<file path="config.mk">
export PLATFORM = sky130hd
export DESIGN_NAME = dvs_event_scheduler
export DESIGN_NICKNAME = d
export VERILOG_FILES = /design/src/rtl/dvs_event_scheduler.sv
export SDC_FILE = /design/constraint.sdc
export NUM_CORES = 1
export LEC_CHECK = 0
export BUFFER_PORTS_ARGS = -buffer_cell sky130_fd_sc_hd__clkbuf_2
export CELL_PAD_IN_SITES_DETAIL_PLACEMENT = 1
export CELL_PAD_IN_SITES_GLOBAL_PLACEMENT = 1
export CORE_ASPECT_RATIO = 1.75
export CORE_MARGIN = 2
export CORE_UTILIZATION = 45
export CTS_CLUSTER_SIZE = 25
export DETAILED_ROUTE_END_ITERATION = 12
export PLACE_DENSITY_LB_ADDON = 0.1
export SLEW_MARGIN = 20
export SYNTH_ARGS = -nofsm -noshare
export SYNTH_HDL_FRONTEND = slang
export SYNTH_SLANG_ARGS = --single-unit
</file>
<file path="constraint.sdc">
create_clock -name clk -period 8.4 [get_ports clk]
set_clock_uncertainty 0.05 [all_clocks]
set_input_delay 1.68 -clock clk [delete_from_list [all_inputs] [get_ports clk]]
set_output_delay 1.68 -clock clk [all_outputs]
set_load 0.02 [all_outputs]
</file>
<file path="src/rtl/dvs_event_scheduler.sv">
// DVS event scheduler: buffers decoded AER events in a circular FIFO, releases them
// over valid/ready, and emits a timestep tick once each window's events are delivered.
module dvs_event_scheduler #(
  parameter int FIFO_DEPTH        = 16,
  parameter int WINDOW_US         = 1000,
  parameter int DROP_CNT_BITS     = 16,
  parameter int DVS_X_ADDR_BITS   = 9,
  parameter int DVS_Y_ADDR_BITS   = 9,
  parameter int TIMESTAMP_US_BITS = 16
) (
  input  logic                             clk,
  input  logic                             rst_n,
  input  logic                             enable,
  input  logic [TIMESTAMP_US_BITS-1:0]     time_us,
  input  logic                             in_new_event,
  input  logic [DVS_X_ADDR_BITS-1:0]       in_event_x,
  input  logic [DVS_Y_ADDR_BITS-1:0]       in_event_y,
  input  logic [TIMESTAMP_US_BITS-1:0]     in_event_timestamp,
  input  logic                             in_event_polarity,
  input  logic                             out_ready,
  output logic                             out_valid,
  output logic [DVS_X_ADDR_BITS-1:0]       out_x,
  output logic [DVS_Y_ADDR_BITS-1:0]       out_y,
  output logic [TIMESTAMP_US_BITS-1:0]     out_timestamp,
  output logic                             out_polarity,
  output logic                             tick,
  output logic [$clog2(FIFO_DEPTH):0]      fifo_count,
  output logic [DROP_CNT_BITS-1:0]         drop_count
);

  localparam int AW = $clog2(FIFO_DEPTH);
  localparam int TW = TIMESTAMP_US_BITS;
  localparam int XW = DVS_X_ADDR_BITS;
  localparam int YW = DVS_Y_ADDR_BITS;
  localparam int EW = XW + YW + TW + 1;

  typedef enum logic [1:0] {IDLE, ARM, STREAM, TICK} state_t;

  state_t          state;
  logic [TW-1:0]   window_end;
  logic [AW-1:0]   wr_ptr;
  logic [AW-1:0]   rd_ptr;
  logic [EW-1:0]   mem [FIFO_DEPTH];

  logic [EW-1:0]   head;
  logic [XW-1:0]   head_x;
  logic [YW-1:0]   head_y;
  logic [TW-1:0]   head_ts;
  logic            head_pol;
  logic            empty;
  logic            full;
  logic            head_due;
  logic            window_done;
  logic            active;
  logic            pop;
  logic            push;
  logic            drop;

  // Wrap-safe ordering: a is before b when the difference lands in the upper half.
  function automatic logic is_before(input logic [TW-1:0] a, input logic [TW-1:0] b);
    logic [TW-1:0] diff;
    diff = a - b;
    return diff[TW-1];
  endfunction

  assign head = mem[rd_ptr];
  assign {head_x, head_y, head_ts, head_pol} = head;

  always_comb begin
    empty       = (fifo_count == '0);
    full        = (fifo_count == ($clog2(FIFO_DEPTH)+1)'(FIFO_DEPTH));
    head_due    = is_before(head_ts, window_end);
    out_valid   = (state == STREAM) && !empty && head_due;
    pop         = out_valid && out_ready;
    active      = enable && (state != IDLE);
    push        = active && in_new_event && (!full || pop);
    drop        = active && in_new_event && full && !pop;
    window_done = !is_before(time_us, window_end) && (empty || !head_due);
  end

  assign out_x         = empty ? '0 : head_x;
  assign out_y         = empty ? '0 : head_y;
  assign out_timestamp = empty ? '0 : head_ts;
  assign out_polarity  = empty ? 1'b0 : head_pol;
  assign tick          = (state == TICK);

  always_ff @(posedge clk) begin
    if (push) mem[wr_ptr] <= {in_event_x, in_event_y, in_event_timestamp, in_event_polarity};
  end

  // Dropping enable flushes the buffer but keeps the overflow history.
  always_ff @(posedge clk or negedge rst_n) begin
    if (!rst_n) begin
      state      <= IDLE;
      window_end <= '0;
      wr_ptr     <= '0;
      rd_ptr     <= '0;
      fifo_count <= '0;
      drop_count <= '0;
    end else if (!enable) begin
      state      <= IDLE;
      wr_ptr     <= '0;
      rd_ptr     <= '0;
      fifo_count <= '0;
    end else begin
      case (state)
        IDLE: state <= ARM;
        ARM: begin
          window_end <= time_us + TW'(WINDOW_US);
          state      <= STREAM;
        end
        STREAM: if (window_done) state <= TICK;
        TICK: begin
          window_end <= window_end + TW'(WINDOW_US);
          state      <= STREAM;
        end
        default: state <= IDLE;
      endcase
      if (push) wr_ptr <= wr_ptr + 1'b1;
      if (pop)  rd_ptr <= rd_ptr + 1'b1;
      if (push && !pop)      fifo_count <= fifo_count + 1'b1;
      else if (pop && !push) fifo_count <= fifo_count - 1'b1;
      if (drop && (drop_count != '1)) drop_count <= drop_count + 1'b1;
    end
  end

endmodule
</file>
**Yosys cells after proc, flatten, opt, wreduce, memory -nomap -nowiden**

Memory sizes are Yosys's and may differ from the RTL's.
Index checks and enable logic that the tools add are counted.

- $add $sub $neg: 9
- Equal/unequal tests: 9
- Multiplexer cells: 17
- Reductions and logical operators: 27

Operator list:

| cell | count |
|---|---|
| $add A16 B10 Y16 const B | 2 |
| $pmux W16 S2 | 1 |
| $sub A16 B16 Y16 | 2 |
| $mux W9 | 2 |
| $add A16 B1 Y16 const B | 1 |
| $mux W16 | 1 |
| $mux W4 | 4 |
| $ne A16 B16 Y1 const B | 1 |
| $mux W5 | 3 |
| $logic_and A1 B1 Y1 | 12 |
| $add A4 B1 Y4 const B | 2 |
| $logic_not A1 Y1 | 6 |
| $pmux W2 S3 | 1 |
| $add A5 B1 Y5 const B | 1 |
| $eq A5 B5 Y1 const B | 1 |
| $logic_not A5 Y1 | 1 |
| $sub A5 B1 Y5 const B | 1 |
| $eq A2 B2 Y1 const B | 2 |
| $mux W2 | 2 |
| $ne A2 B1 Y1 const B | 2 |
| $reduce_and A2 Y1 | 2 |
| $reduce_bool A2 Y1 | 2 |
| $mux W1 | 3 |
| $ne A3 B1 Y1 const B | 1 |
| 5 further kinds | 6 |

- Flip-flop bits (word level): 47
- Bits in writable memories: 560
- Input bits: 56
- Output and inout bits: 58
- Memories kept: 1

Memory list:

| memory | depth | bits a word | read ports | clocked after memory_dff | write ports | RTL line | RTL |
|---|---|---|---|---|---|---|---|
| mem | 16 | 35 | 1 | 0 | 1 | 43 | `logic [EW-1:0] mem [FIFO_DEPTH];` |

**Logic depth before layout (Yosys ltp)**

- Depth after elaboration: 12
- Mapped depth: 24
- Gate-level depth less buffers: 19

**Least setup slack after synthesis**

Ideal clock, no wire load.

- Path type: reg2reg
- Start: reg rd_ptr[0]
- End: mem mem[0][0] (netlist name) (enable)
- Arrival: 7.592 ns
- Path slack: 0.231 ns
- Cell stages (with the launch flop): 16
- Path buffers: 3
- Clock period less this slack: 8.169 ns
- Path through: dfrtp_1 clkbuf_1 clkbuf_1 buf_1 mux4_2 a22oi_1 nand2_1 ha_1 and4_1 and3_1 a221oi_1 nand2_1 or3_4 nand2_4 o21ai_2 nor4b_1

- Cells in the longest elaborated chain, start to end: 8

RTL lines:

| element | RTL line | RTL |
|---|---|---|
| start, declared | 42 | `logic [AW-1:0] rd_ptr;` |
| start signal, assigned | 120 | `if (pop) rd_ptr <= rd_ptr + 1'b1;` |
| $mem_v2 Z16 W35 | - |  |
| $sub A16 B16 Y16 | 62 | `diff = a - b;` |
| $logic_and A1 B1 Y1 | 73 | `out_valid = (state == STREAM) && !empty && head_due;` |
| $logic_and A1 B1 Y1 | 74 | `pop = out_valid && out_ready;` |
| $logic_or A1 B1 Y1 | 76 | `push = active && in_new_event && (!full \|\| pop);` |
| $logic_and A1 B1 Y1 | 76 |  |
| $mux W1 | 88 | `if (push) mem[wr_ptr] <= {in_event_x, in_event_y, in_event_timestamp, in_event_polarity};` |
| $mux W1 (not written as such) | 88 |  |
| end, declared | 43 |  |

Every way passes these cells.

**Final worst setup path**

- Start: reg rd_ptr[0]
- End: out out_valid

- Cells in the longest elaborated chain, start to end: 3

RTL lines:

| element | RTL line | RTL |
|---|---|---|
| $mem_v2 Z16 W35 | - |  |
| $sub A16 B16 Y16 | 62 |  |
| $logic_and A1 B1 Y1 | 73 |  |
| end, declared | 21 | `output logic out_valid,` |

Every way passes these cells.

==> impl_metrics.json <==
{
  "unrepaired_setup_endpoints_after_global_routing": "false",
  "place_ws_ns": 1.92,
  "async_reset_ff_share_pct": 7.74,
  "outcome": "finished, final reports clean",
  "vias": 14000,
  "clock_tree.buffer_depth": 3,
  "synth_seq_cells": 607,
  "globalplace.congestion": 0.771,
  "post_route_cells_drive_above_1_share_pct": 20.4,
  "die_w_um": 183,
  "fin_setup_tns_ns": 0,
  "cts-root-buf": "clkbuf_16",
  "max_capacitance_violation_count": 0,
  "critPathRequiredTime_ns": 6.67,
  "synth.yosys.warnings": 0,
  "drt_pre_antenna_iters": 5,
  "grt_start_max_net_pins": 53,
  "worstRegToRegCells": 15,
  "timing.slew.headroom_pct": 32.7,
  "yosysTopAreaCellShare_pct": 66.9,
  "rr_endpoint": "mem[10][14]",
  "synth_enable_flop_cells": 560,
  "grtUsageTotal_pct": 22.7,
  "netlist_instances": 1465,
  "cts.sinks": 607,
  "cts_htree_levels": 2,
  "cts_setup_buffers": 0,
  "setup_viol": 0,
  "worstMarginPinSlew_ns": 1.01,
  "drt_first_iter_violations": 869,
  "die_area_um2": 57900,
  "port_buffers": 113,
  "die_h_um": 317,
  "worst_case_setup_margin_in_the_final_layout_ns": 1.55,
  "tritoncts": "done",
  "netlist-cell-type-count": 66,
  "final_period_minus_worst_setup_slack_ns": 6.85,
  "layout-area-overhead-vs-synth_pct": 13.5,
  "io_pins": 114,
  "share_of_the_yosys_chip_area_belonging_to_registers_pct": 71.5,
  "r2r-start": "rd_ptr[0]",
  "critPathCapture": "out_valid",
  "period_share_pct": 81.5,
  "drc_errors": 0,
  "hp-class": "register to register",
  "routed_wire_length_per_instance_um": 27.8,
  "final_nets": 1687,
  "dr.max_layer_used": "met4",
  "layout.cells.most_common_list": "edfxtp_1 (560), mux2i_1 (153), clkbuf_2 (113)",
  "hpwl_reported_at_the_end_of_detailed_placement_um": 39300,
  "crit_type": "register to output pin",
  "fillers": 5083,
  "placeableCoreArea_um2": 55200,
  "global_route_total_overflow": 0,
  "crit_arrival_ns": 5.12,
  "routed_via_density": 6.00,
  "synth_top_cell_by_area": "edfxtp_1",
  "setup.worst_path.start": "rd_ptr[0]",
  "synthesis.nets": 1561,
  "num_antenna_cells": 0,
  "pwr_density_cell_nw_per_um2": 266,
  "vdd_ir_drop_max_mv": 0.200,
  "wl_met2_um": 34900,
  "clock_insertion_delay_worst_skew_ns": 0.61,
  "ant_nets": 0,
  "synth_area_um2": 25100,
  "critical_path.startpoint_type": "register",
  "ys_dominant_reg_cell": "edfxtp_1",
  "cts_hold_repair.buffers": 0,
  "critPathCaptureType": "output pin",
  "reg2reg_slack_ns": 1.96,
  "most_common_cell_after_layout_fill_and_taps_aside": "edfxtp_1",
  "detailroute.wirelength.met3_um": 2520,
  "clkTransAtPathRegs_ns": 0.07,
  "drt_wl_total_um": 64900,
  "timing_hold_violations_final": 0,
  "maximum_clock_rate_mhz": 146,
  "ranking_of_synthesized_cells_by_area": "edfxtp_1 (67%), mux4_2 (6.4%), mux2i_1 (6.1%)",
  "grt_pass1_wl_um": 96700,
  "cts_inserted_buffers": 54,
  "initial_core_util_pct": 45.6,
  "critPathMaxFanout": 42,
  "avgSynthCellArea_um2": 17.2,
  "timing.final.max_slew_violations": 0,
  "post_cts.resized_instances": 0,
  "grt_antenna_before_repair": 1,
  "m1WireLength_um": 25100,
  "row_count": 114,
  "grt_pass1_vias": 15200,
  "power.static_leakage_nw": 9.27
}
==> metrics by stage <==
stage | instances | util [%] | total power, mW | hold slack, ns | area [um2]
detailed placement | 2231 | 48.3 | 5.05 | 0.439 | 26700
global placement | 2231 | 48.3 | 5.02 | 0.418 | 26700
finish | 2331 | 51.7 | 7.59 | 0.444 | 28500
global route | 2331 | 51.7 | 7.87 | 0.468 | 28500
floorplan | 1465 | - | 4.45 | 0.429 | 25100
CTS | 2331 | 51.7 | 7.67 | 0.450 | 28500
==> state kept, by name, indices dropped and copies added, names as in the netlist <==
register and cells:
mem 560, drop_count 16, window_end 16, fifo_count 5, rd_ptr 4, wr_ptr 4, state 2
==> final cells by class <==
| type | count | area [um2] | area share, % |
|---|---|---|---|
| Clock buffer | 66 | 1460 | 5.11 |
| Clock inverter | 34 | 403 | 1.41 |
| Inverter | 22 | 82.6 | 0.289 |
| Multi-Input combinational cell | 757 | 6880 | 24.1 |
| Sequential cell | 607 | 18000 | 63.1 |
| Tap cell | 696 | 871 | 3.05 |
| Timing Repair Buffer | 149 | 848 | 2.97 |
==> power breakdown <==
group	internal [mW]	total [mW]	switching (mW)
clock	1.51	2.63	1.11
combinational	0.499	1.45	0.952
sequential	3.40	3.52	0.120
total	5.41	7.59	2.18
==> per-layer routing <==
layer	track usage (%)	vias up
li1	-	6179
met2	42.1	320
met4	8.82	0
met5	0	-
met1	26.9	7367
met3	2.91	114
==> worst max-delay path: stages (launching register included) <==
cell	delay (ns)
dfrtp_4	0.96
buf_4	0.73
mux4_2	0.60
a22oi_1	0.27
nand2_1	0.12
ha_1	0.30
a21oi_1	0.14
o21ai_0	0.13
a221oi_1	0.31
nand2_1	0.17
nor2_1	0.18
xor2_1	0.08
nor3_1	0.22
clkbuf_2	0.23
==> Yosys cell counts (13+ instances only) <==
master / count
nor2_1: 35
clkbuf_1: 51
a211oi_1: 32
o22ai_1: 22
xnor2_1: 13
nand3_1: 18
o21ai_0: 36
a22oi_1: 14
o221ai_1: 39
ha_1: 39
edfxtp_1: 560
a21oi_1: 43
xor2_1: 13
inv_1: 21
a221oi_1: 30
nor3_1: 13
mux4_2: 72
dfrtp_1: 47
nand2_1: 86
buf_1: 22
mux2i_1: 153
==> worst min path at each step <==
stage | startpoint | endpoint | depth (start not counted)
6_report | drop_count[11] | drop_count[11] | 1
5_1_grt | drop_count[11] | drop_count[11] | 1
4_1_cts | drop_count[13] | drop_count[13] | 1
3_5_place_dp | drop_count[11] | drop_count[11] | 1
3_3_place_gp | drop_count[13] | drop_count[13] | 1
2_1_floorplan | window_end[2] | window_end[2] | 1
==> cells by family (layout without fill, tap and decap cells) <==
| group | Yosys count | count (layout) | share of synthesized area, % |
|---|---|---|---|
| flops | 607 | 607 | 71.5 |
| fa+ha+maj | 40 | 40 | 2.02 |
| simple gates | 213 | 213 | 4.21 |
| xor+xnor | 27 | 27 | 0.970 |
| mux | 230 | 230 | 12.8 |
| compound gates | 247 | 247 | 6.93 |
| buf+inv | 101 | 271 | 1.56 |
No activity file was read; power rests on OpenSTA's default activity.
